**src/rtl/clkgen_pkg.sv**
```systemverilog
// Shared constants and config types for the multi-channel clock generator.
// Config fields are held at a fixed maximum width; channels zero-extend into them.
package clkgen_pkg;

   localparam int unsigned W_DEF     = 28;
   localparam int unsigned DEF_DIV_C = 50000000;
   localparam int unsigned DEF_HI_C  = 25000000;
   localparam int unsigned CFG_W_MAX = 32;

   typedef struct packed {
      logic [CFG_W_MAX-1:0] div;
      logic [CFG_W_MAX-1:0] hi;
   } ch_cfg_t;

   function automatic ch_cfg_t cfg_pack(logic [CFG_W_MAX-1:0] div, logic [CFG_W_MAX-1:0] hi);
      ch_cfg_t c;
      c.div = div;
      c.hi  = hi;
      return c;
   endfunction

endpackage

```
**src/rtl/clkgen_ch.sv**
```systemverilog
// One divided-clock channel: counter, double-buffered period/high-time config and
// registered clkout/tick outputs. Config changes only take effect at period boundaries.
module clkgen_ch
   import clkgen_pkg::*;
#(
   parameter int unsigned W       = W_DEF,
   parameter int unsigned DEF_DIV = DEF_DIV_C,
   parameter int unsigned DEF_HI  = DEF_HI_C
) (
   input  logic         clk_i,
   input  logic         rst_ni,
   input  logic         en_i,
   input  logic         sync_i,
   input  logic         we_i,
   input  logic [W-1:0] div_i,
   input  logic [W-1:0] hi_i,
   output logic         clkout_o,
   output logic         tick_o,
   output logic         pend_o
);

   localparam logic [W-1:0] DefDivW = W'(DEF_DIV);
   localparam logic [W-1:0] DefHiW  = W'(DEF_HI);
   localparam ch_cfg_t      CfgRst  = '{div: CFG_W_MAX'(DefDivW), hi: CFG_W_MAX'(DefHiW)};
   localparam logic [CFG_W_MAX-1:0] One = CFG_W_MAX'(1);

   ch_cfg_t        act_q, act_d;
   ch_cfg_t        shd_q, shd_d;
   logic           pend_q, pend_d;
   logic           en_q, en_d;
   logic [W-1:0]   cnt_q, cnt_d;
   logic           clkout_q, clkout_d;
   logic           tick_q, tick_d;

   logic                 idle, wrap, apply, live;
   logic [CFG_W_MAX-1:0] cnt_ext, cnt_nxt_ext;

   always_comb begin
      en_d   = en_i;
      act_d  = act_q;
      shd_d  = shd_q;
      pend_d = pend_q;
      cnt_d  = cnt_q;

      cnt_ext = CFG_W_MAX'(cnt_q);
      idle    = !en_q || (act_q.div == '0);
      // div-1 is only evaluated for a running channel, so div==0 never underflows
      wrap    = !idle && (cnt_ext == act_q.div - One);
      apply   = idle || sync_i || wrap;

      if (apply) begin
         cnt_d = '0;
         if (pend_q) begin
            act_d = shd_q;
         end
         pend_d = 1'b0;
      end else begin
         cnt_d = cnt_q + W'(1);
      end

      // A write on the apply edge lands in the shadow and stays pending
      if (we_i) begin
         shd_d  = cfg_pack(CFG_W_MAX'(div_i), CFG_W_MAX'(hi_i));
         pend_d = 1'b1;
      end

      if (!en_i) begin
         cnt_d = '0;
      end

      cnt_nxt_ext = CFG_W_MAX'(cnt_d);
      live        = en_i && (act_d.div != '0);
      clkout_d    = live && (cnt_nxt_ext < act_d.hi);
      tick_d      = live && (cnt_nxt_ext == act_d.div - One);
   end

   always_ff @(posedge clk_i or negedge rst_ni) begin
      if (!rst_ni) begin
         act_q    <= CfgRst;
         shd_q    <= CfgRst;
         pend_q   <= 1'b0;
         en_q     <= 1'b0;
         cnt_q    <= '0;
         clkout_q <= 1'b0;
         tick_q   <= 1'b0;
      end else begin
         act_q    <= act_d;
         shd_q    <= shd_d;
         pend_q   <= pend_d;
         en_q     <= en_d;
         cnt_q    <= cnt_d;
         clkout_q <= clkout_d;
         tick_q   <= tick_d;
      end
   end

   assign clkout_o = clkout_q;
   assign tick_o   = tick_q;
   assign pend_o   = pend_q;

endmodule

```
**src/rtl/clkgen_multi.sv**
```systemverilog
// NCH independent programmable clock dividers sharing one input clock.
// Decodes the config address into per-channel write strobes and fans out sync_start.
module clkgen_multi
   import clkgen_pkg::*;
#(
   parameter int unsigned NCH     = 4,
   parameter int unsigned W       = W_DEF,
   parameter int unsigned DEF_DIV = DEF_DIV_C,
   parameter int unsigned DEF_HI  = DEF_HI_C,
   localparam int unsigned SelW   = (NCH > 1) ? $clog2(NCH) : 1
) (
   input  logic            clkin,
   input  logic            rst_n,
   input  logic [NCH-1:0]  ch_en,
   input  logic            sync_start,
   input  logic            cfg_we,
   input  logic [SelW-1:0] cfg_sel,
   input  logic [W-1:0]    cfg_div,
   input  logic [W-1:0]    cfg_hi,
   output logic [NCH-1:0]  clkout,
   output logic [NCH-1:0]  tick,
   output logic [NCH-1:0]  cfg_pend
);

   logic [NCH-1:0] ch_we;

   // Addresses at or above NCH match no channel and are dropped
   always_comb begin
      ch_we = '0;
      for (int i = 0; i < NCH; i++) begin
         ch_we[i] = cfg_we && (int'(cfg_sel) == i);
      end
   end

   for (genvar g = 0; g < NCH; g++) begin : gen_ch
      clkgen_ch #(
         .W       (W),
         .DEF_DIV (DEF_DIV),
         .DEF_HI  (DEF_HI)
      ) u_ch (
         .clk_i    (clkin),
         .rst_ni   (rst_n),
         .en_i     (ch_en[g]),
         .sync_i   (sync_start),
         .we_i     (ch_we[g]),
         .div_i    (cfg_div),
         .hi_i     (cfg_hi),
         .clkout_o (clkout[g]),
         .tick_o   (tick[g]),
         .pend_o   (cfg_pend[g])
      );
   end

endmodule
```
**config.mk**
```make
export PLATFORM = sky130hd
export DESIGN_NAME = clkgen_multi
export DESIGN_NICKNAME = d
export VERILOG_FILES = /design/src/rtl/clkgen_pkg.sv /design/src/rtl/clkgen_ch.sv /design/src/rtl/clkgen_multi.sv
export SDC_FILE = /design/constraint.sdc
export NUM_CORES = 1
export LEC_CHECK = 0
export BUFFER_PORTS_ARGS = -buffer_cell sky130_fd_sc_hd__buf_4
export CAP_MARGIN = 25
export CORE_MARGIN = 2
export CORE_UTILIZATION = 45
export DETAILED_ROUTE_END_ITERATION = 8
export SLEW_MARGIN = 5
export SYNTH_ARGS = -nofsm -noshare
export SYNTH_HDL_FRONTEND = slang
export SYNTH_SLANG_ARGS = --single-unit
```
**constraint.sdc**
```tcl
create_clock -name clkin -period 9.15 [get_ports clkin]
set_input_delay 1.83 -clock clkin [delete_from_list [all_inputs] [get_ports clkin]]
set_output_delay 1.83 -clock clkin [all_outputs]
set_load 0.03 [all_outputs]
```
==> metrics.md, run 1 <==
| Metric | Value |
|---|---|
| Clock Skew | `between 0.02 and 0.025 ns` |
| Clk pin slew, worst setup/hold paths | `0.06 ns` |
| 1st-iter DRT viols | `2,537` |
| Fmax | `144 MHz` |
| R2R depth | `19` |
| Number of enable flip-flop cells after synthesis | `0` |
| Area of the multi-input gates | `between 0.02 and 0.025 mm²` |
| Setup Fix Bufs, Post-CTS | `0` |
| DR WL/cell | `23.4 µm` |
| Drt pass-1 iters | `6` |
| VDD IR max | `about 170 µV` |
| Setup TNS | `0 ns` |
| CTS Hold Buffers Added | `0` |
| FF-to-FF setup slack | `2.19 ns` |
| Post-CTS sizing | `0` |
| Post-layout minimum cycle time | `6.96 ns` |
| CP startpoint kind | `register` |
| Leakage power | `17.5 nW` |
| Hold Vio Cnt, Final | `0` |
| FF+latch count, synth | `608` |
| Crit-path max FO | `43` |
| Number of global-route vias before repair | `about 27,000` |
| Tot GR Track Use | `26.3%` |
| Cell Pwr Density | `239 mW/mm²` |
| Final Cycle Share | `76.0%` |
| Hold Path Depth | `1` |
| Setup violators final | `0` |
| Req. time, crit path | `9.66 ns` |
| GP Congestion | `0.960` |
| Syn Area/Cell | `10.1 µm²` |
| RSZ-0062 raised after global routing | `false` |
| Run status | `completed` |
| Fraction of layout cells with a size suffix above 1 | `just over 20%` |
| GR Overflow Total | `0` |
| Port Buffers | `77` |
| Async SR Flop Fraction | `100%` |
| Unique cell type count in the Yosys netlist | `98` |
| Area Overhead vs Synth | `10.2%` |
| Total Wirelength | `between 100,000 and 150,000 µm` |
| Antenna violations before repair | `16` |
| R2r endpoint | `gen_ch[3].u_ch.tick_o` |
| Yosys warning count | `0` |
| Hold Startpoint | `gen_ch[1].u_ch.act_q[28]` |
| Chip width | `291 µm` |
| Largest net degree at the start of global routing | `167` |
| Ports | `78` |
| CTS Sinks | `608` |
| Cells after synthesis | `3,665` |
| Vias per cell | `5.84` |
| H-tree lvl count | `3` |
| Max_cap viols | `0` |
| Slew Viols, Final | `0` |
| DPL Wire Length | `82,000 µm` |
| Initial Util | `approximately 45%` |
| Sequential area share after synthesis | `41.8%` |
| # DRC | `0` |
| Tightest Hold Check Type | `reg2reg` |
| Die area | `0.0845 mm²` |
| Die Ht | `about 290 µm` |
| Global-route wire length before repair | `between 150,000 and 200,000 µm` |
| CTS Buffer Depth | `3` |
| Num CTS Buffers | `69` |
| Filler cells | `7,576` |
| Crit path kind | `reg2reg` |
| Clock root cell | `clkbuf_16` |
| Final nets | `3,846` |
| Worst-skew pair later-pin latency | `0.61 ns` |
| Post-synthesis cell area | `0.0370 mm²` |
| DRT antenna net count | `0` |
| Design Power | `0.00972 W` |
| FF+latch area | `~0.015 mm²` |
| Worst Tran Pin Value | `1.09 ns` |
| RR Startpoint | `gen_ch[3].u_ch.act_q[34]` |
| Cell Rows | `between 100 and 150` |
| Headroom to the max-slew limit | `around 27%` |
| Core footprint | `0.0817 mm²` |
| Ys flop type | `dfrtp_1` |
| Mapped Nets | `3,859` |
| Worst Hold End | `gen_ch[1].u_ch.act_q[28]` |
| DR vias | `between 20,000 and 30,000` |
| CTS tree | `done` |
| CP Data Arrival Time | `7.46 ns` |
| Crit. End Element | `register` |
-- worst max-delay path: stages, from the launching register on --
cell	delay, ns
dfrtp_1	0.49
nor4_1	0.83
nand3_1	0.27
nor4b_1	0.60
nand3_1	0.14
a211o_1	0.34
or4_1	0.52
o22ai_4	0.64
buf_4	0.58
mux2i_1	0.54
ha_1	0.41
nand2_1	0.19
nor2_1	0.15
xnor2_1	0.15
xnor2_1	0.10
nor4_1	0.20
mux2i_1	0.11
nor4_1	0.20
nand4_1	0.13
nor4_1	0.27
-- worst max path at each step --
| stage | from | end | slack (ns) | depth (start not counted) |
|---|---|---|---|---|
| after floorplan | gen_ch[1].u_ch.act_q[32] | gen_ch[1].u_ch.tick_o | 2.71 | 27 |
| after global placement | gen_ch[2].u_ch.act_q[35] | gen_ch[2].u_ch.tick_o | 2.30 | 18 |
| after detailed placement | gen_ch[2].u_ch.act_q[35] | gen_ch[2].u_ch.tick_o | 2.26 | 18 |
| after CTS | gen_ch[2].u_ch.act_q[35] | gen_ch[2].u_ch.tick_o | 2.24 | 18 |
| after global routing | gen_ch[3].u_ch.act_q[34] | gen_ch[3].u_ch.tick_o | 1.54 | 19 |
| final | gen_ch[3].u_ch.act_q[34] | gen_ch[3].u_ch.tick_o | 2.19 | 19 |
-- registers in the layout, indices dropped and copies added, names as in the netlist --
| register | flops |
|---|---|
| gen_ch.u_ch.act_q | 256 |
| gen_ch.u_ch.tick_o | 4 |
| gen_ch.u_ch.shd_q | 224 |
| gen_ch.u_ch.clkout_o | 4 |
| gen_ch.u_ch.en_q | 4 |
| gen_ch.u_ch.pend_o | 4 |
| gen_ch.u_ch.cnt_q | 112 |
-- layout by cell type (no fill, tap or decap), drive strengths merged, types with 128 or more instances in the layout --
cell type / instances
dfrtp: 416
mux2: 303
nor2: 287
nand2: 237
xnor2: 233
dfstp: 192
inv: 184
mux2i: 181
xor2: 163
ha: 128
-- logic make-up (layout without fill, tap and decap cells) --
kind of cell	count (synthesis)	after routing	synth area share, %
buf+inv	371	414	4.22
flops	608	608	41.8
mux	485	485	14.2
simple gates	1257	1257	18.1
fa+ha+maj	128	128	4.33
xor+xnor	409	409	10.2
compound gates	407	407	7.22
other cells	0	2	0
-- power by group --
| group | leakage (nW) | total (W) | internal (W) | switching (W) |
|---|---|---|---|---|
| logic | 9.02 | 0.00272 | 0.00119 | 0.00153 |
| clock network | 1.17 | 0.00295 | 0.00178 | 0.00117 |
| registers | 7.29 | 0.00405 | 0.00341 | 0.000637 |
-- through the flow --
| stage | hold WS, ns | util (%) | instances | cell area [µm²] | worst slack, ns |
|---|---|---|---|---|---|
| after global routing | 0.500 | 49.8 | 4778 | 40700 | 1.54 |
| after CTS | 0.476 | 49.8 | 4776 | 40700 | 2.24 |
| after floorplan | 0.441 | - | 3665 | 37000 | 2.71 |
| after detailed placement | 0.463 | 46.9 | 4649 | 38300 | 2.26 |
| after global placement | 0.461 | 46.9 | 4648 | 38300 | 2.30 |
| final | 0.470 | 49.9 | 4780 | 40700 | 2.19 |
-- synth_stat cells, types with 37 or more instances --
cell type,count,area [µm²]
dfrtp_1,416,10400
mux2_2,303,3410
nor2_1,287,1080
xnor2_1,233,2040
nand2_1,231,867
dfstp_2,192,5040
inv_1,181,679
mux2i_1,181,1810
xor2_1,163,1430
ha_1,128,1600
nand3_1,122,611
clkbuf_1,121,454
nor3_1,113,566
a21oi_1,102,510
o21ai_0,89,445
nor4_1,78,488
nand4_1,54,338
and3_1,46,288
nand2b_1,45,282
or3_1,40,250
nor2b_1,39,244
buf_2,37,185
-- final cells by class --
class	instances	share of cell area (%)
multi-input cells	2686	49.1
well taps	1070	3.29
clock inverters	24	0.854
repair buffers	105	2.09
diodes	2	0.0123
inverters	182	1.68
flip-flops and latches	608	37.9
clock buffers	103	5.03
-- per-layer routing --
layer  vias to the layer above  GRT usage (%)  wire [µm]
met5                         -              0          0
met4                         0           8.49       3840
met3                       155           3.88       7290
met2                       921           40.1      49200
met1                     13873           38.3      51300
li1                      12958              -          -
Power figures use the tool's default switching activity.
==> inputs of run 2 (changes only) <==
clock period = 5.9 ns   (was 9.15 ns; I/O delays follow)
==> metrics.md, run 2 (same netlist as run 1, synthesis figures left out) <==
| Metric | Value |
|---|---|
| Clk pin slew, worst setup/hold paths | `roughly 0.060 ns` |
| Number of global-route vias before repair | `27,829` |
| CP startpoint kind | `register` |
| Hold Startpoint | `gen_ch[1].u_ch.act_q[31]` |
| Area Overhead vs Synth | `13.6%` |
| Fraction of layout cells with a size suffix above 1 | `24.4%` |
| GR Overflow Total | `0` |
| H-tree lvl count | `3` |
| Post-layout minimum cycle time | `5.58 ns` |
| Crit path kind | `reg2reg` |
| Filler cells | `7,537` |
| Die area | `about 0.084 mm²` |
| Hold Path Depth | `1` |
| VDD IR max | `slightly above 200 µV` |
| Internal power | `0.0101 W` |
| Ports | `78` |
| Req. time, crit path | `6.41 ns` |
| GP Congestion | `0.946` |
| Drt pass-1 iters | `5` |
| RR Startpoint | `gen_ch[1].u_ch.act_q[32]` |
| Fmax | `between 150 and 200 MHz` |
| Most common cell after layout, fill and taps aside | `dfrtp_1` |
| Worst-skew pair later-pin latency | `0.63 ns` |
| Vias per cell | `5.81` |
| Critical path's slowest cell | `or4b_2` |
| Clock Skew | `a little over 0.02 ns` |
| Slew Viols, Final | `0` |
| Layout Utilization | `51.4%` |
| Chip width | `just under 300 µm` |
| CTS Hold Buffers Added | `0` |
| NetSw | `0.00532 W` |
| Largest net degree at the start of global routing | `roughly 130` |
| Core footprint | `slightly above 0.08 mm²` |
| CP most frequent cell | `ha_2` |
| Critical path's largest stage delay | `0.64 ns` |
| Leakage power | `approximately 18 nW` |
| DR WL/cell | `23.4 µm` |
| R2r endpoint | `gen_ch[1].u_ch.tick_o` |
| Clock root cell | `clkbuf_16` |
| Largest regs | `gen_ch.u_ch.act_q (256), gen_ch.u_ch.shd_q (224), gen_ch.u_ch.cnt_q (112)` |
| Setup TNS | `0 ns` |
| Final nets | `3,982` |
| Run status | `completed` |
| Switching Fraction | `34.6%` |
| FF-to-FF setup slack | `between 0.3 and 0.4 ns` |
| Hold slack | `0.472 ns` |
| CTS tree | `done` |
| 1st-iter DRT viols | `2,684` |
| Crit. End Element | `register` |
| Top reg by flops | `gen_ch.u_ch.act_q` |
| Total Wirelength | `115,000 µm` |
| Global-route wire length before repair | `roughly 170,000 µm` |
| Worst Hold End | `gen_ch[1].u_ch.act_q[31]` |
| Flop pwr share | `40.0%` |
| Setup violators final | `0` |
| CTS Buffer Depth | `3` |
| Initial Util | `45.2%` |
| CTS Sinks | `608` |
| R2R depth | `23` |
| Num CTS Buffers | `70` |
| Worst Tran Pin Value | `slightly above 0.9 ns` |
| FF+latch area | `0.0155 mm²` |
| Headroom to the max-slew limit | `approximately two fifths` |
| Commonest non-fill, non-tap cells in the layout | `dfrtp_1 (415), mux2_2 (303), nor2_1 (285)` |
| Tot GR Track Use | `26.8%` |
| DPL Wire Length | `84,400 µm` |
| Cell Rows | `roughly 110` |
| Hold Vio Cnt, Final | `0` |
| Crit-path max FO | `5` |
| Tightest Hold Check Type | `reg2reg` |
| Port Buffers | `just under 80` |
| Final Cycle Share | `94.6%` |
| Die Ht | `between 200 and 300 µm` |
| # DRC | `0` |
| Antenna violations before repair | `17` |
| Max reg flops | `256` |
| Area of the multi-input gates | `0.0202 mm²` |
| RSZ-0062 raised after global routing | `false` |
| Comb power frac | `31.0%` |
| DRT antenna net count | `0` |
| Clk pwr share | `between 20 and 30%` |
| Max_cap viols | `0` |
| CP Data Arrival Time | `6.10 ns` |
| DR vias | `~29,000` |
| Cell Pwr Density | `366 mW/mm²` |
| Ordered cell list for the critical path | `inv_1, ha_2, or4b_2, nor4_2, nor4b_1, a311o_1, a21oi_1, o2111ai_2, nor2_4, o21ai_4, buf_4, mux2i_2, ha_2, nand2b_1, or4_4, nor3_2, nand2_1, nor3_1, o22ai_1, a22oi_1, nor4bb_2, nand4_1, a2111oi_2` |
## run 2: layer usage
metal	vias to the layer above	global-route usage, %	wire length, µm
met5	-	0	0
met3	191	3.88	8140
met2	1000	41.0	51000
li1	13216	-	-
met4	0	9.05	4060
met1	14188	38.8	51800
## run 2: worst max-delay path: cells and delay by family, from the launching register on
family,cells,cell delay (ns)
simple gates,11,2.65
compound gates,7,1.40
fa+ha+maj,2,0.53
flops,1,0.38
buf+inv,2,0.28
mux,1,0.23
## run 2: how the worst max path moves through the flow
stage	start	end	slack, ns	cells past startpoint
2_1_floorplan	gen_ch[1].u_ch.act_q[32]	gen_ch[1].u_ch.tick_o	-0.01	27
3_3_place_gp	gen_ch[3].u_ch.act_q[32]	gen_ch[3].u_ch.tick_o	0.04	22
3_5_place_dp	gen_ch[1].u_ch.act_q[32]	gen_ch[1].u_ch.tick_o	0.02	23
4_1_cts	gen_ch[3].u_ch.act_q[32]	gen_ch[3].u_ch.tick_o	0.01	20
5_1_grt	gen_ch[3].u_ch.act_q[33]	gen_ch[3].u_ch.tick_o	0.000007	21
6_report	gen_ch[1].u_ch.act_q[32]	gen_ch[1].u_ch.tick_o	0.32	23
## run 2: power groups by stage
stage	Sequential, W	Combinational, W	Clock, W
floorplan	0.00575	0.00343	0
global placement	0.00616	0.00460	0
detailed placement	0.00618	0.00463	0
CTS	0.00612	0.00466	0.00456
global route	0.00627	0.00522	0.00472
finish	0.00615	0.00477	0.00447
## run 2: timing repair
item,in CTS,in global routing
resized for setup,1,48
endpoints found under the setup margin,1,7
buffers inserted,0,7
cloned,0,3
pin swaps,0,8
## run 2: layout make-up
cell class,instances,share of cell area (%)
multi-input cells,2686,48.2
diodes,9,0.0536
repair buffers,240,4.59
clock inverters,26,0.730
flip-flops and latches,608,36.8
well taps,1070,3.19
inverters,182,1.63
clock buffers,104,4.80
## run 2: metrics by stage
stage	setup slack [ns]	power (W)	instances	cell area (µm²)
finish	0.319	0.0154	4925	42000
global route	0.00000666	0.0162	4916	42000
CTS	0.00964	0.0153	4906	41700
detailed placement	0.0192	0.0108	4776	39300
global placement	0.0417	0.0108	4776	39300
floorplan	-0.0135	0.00918	3665	37100
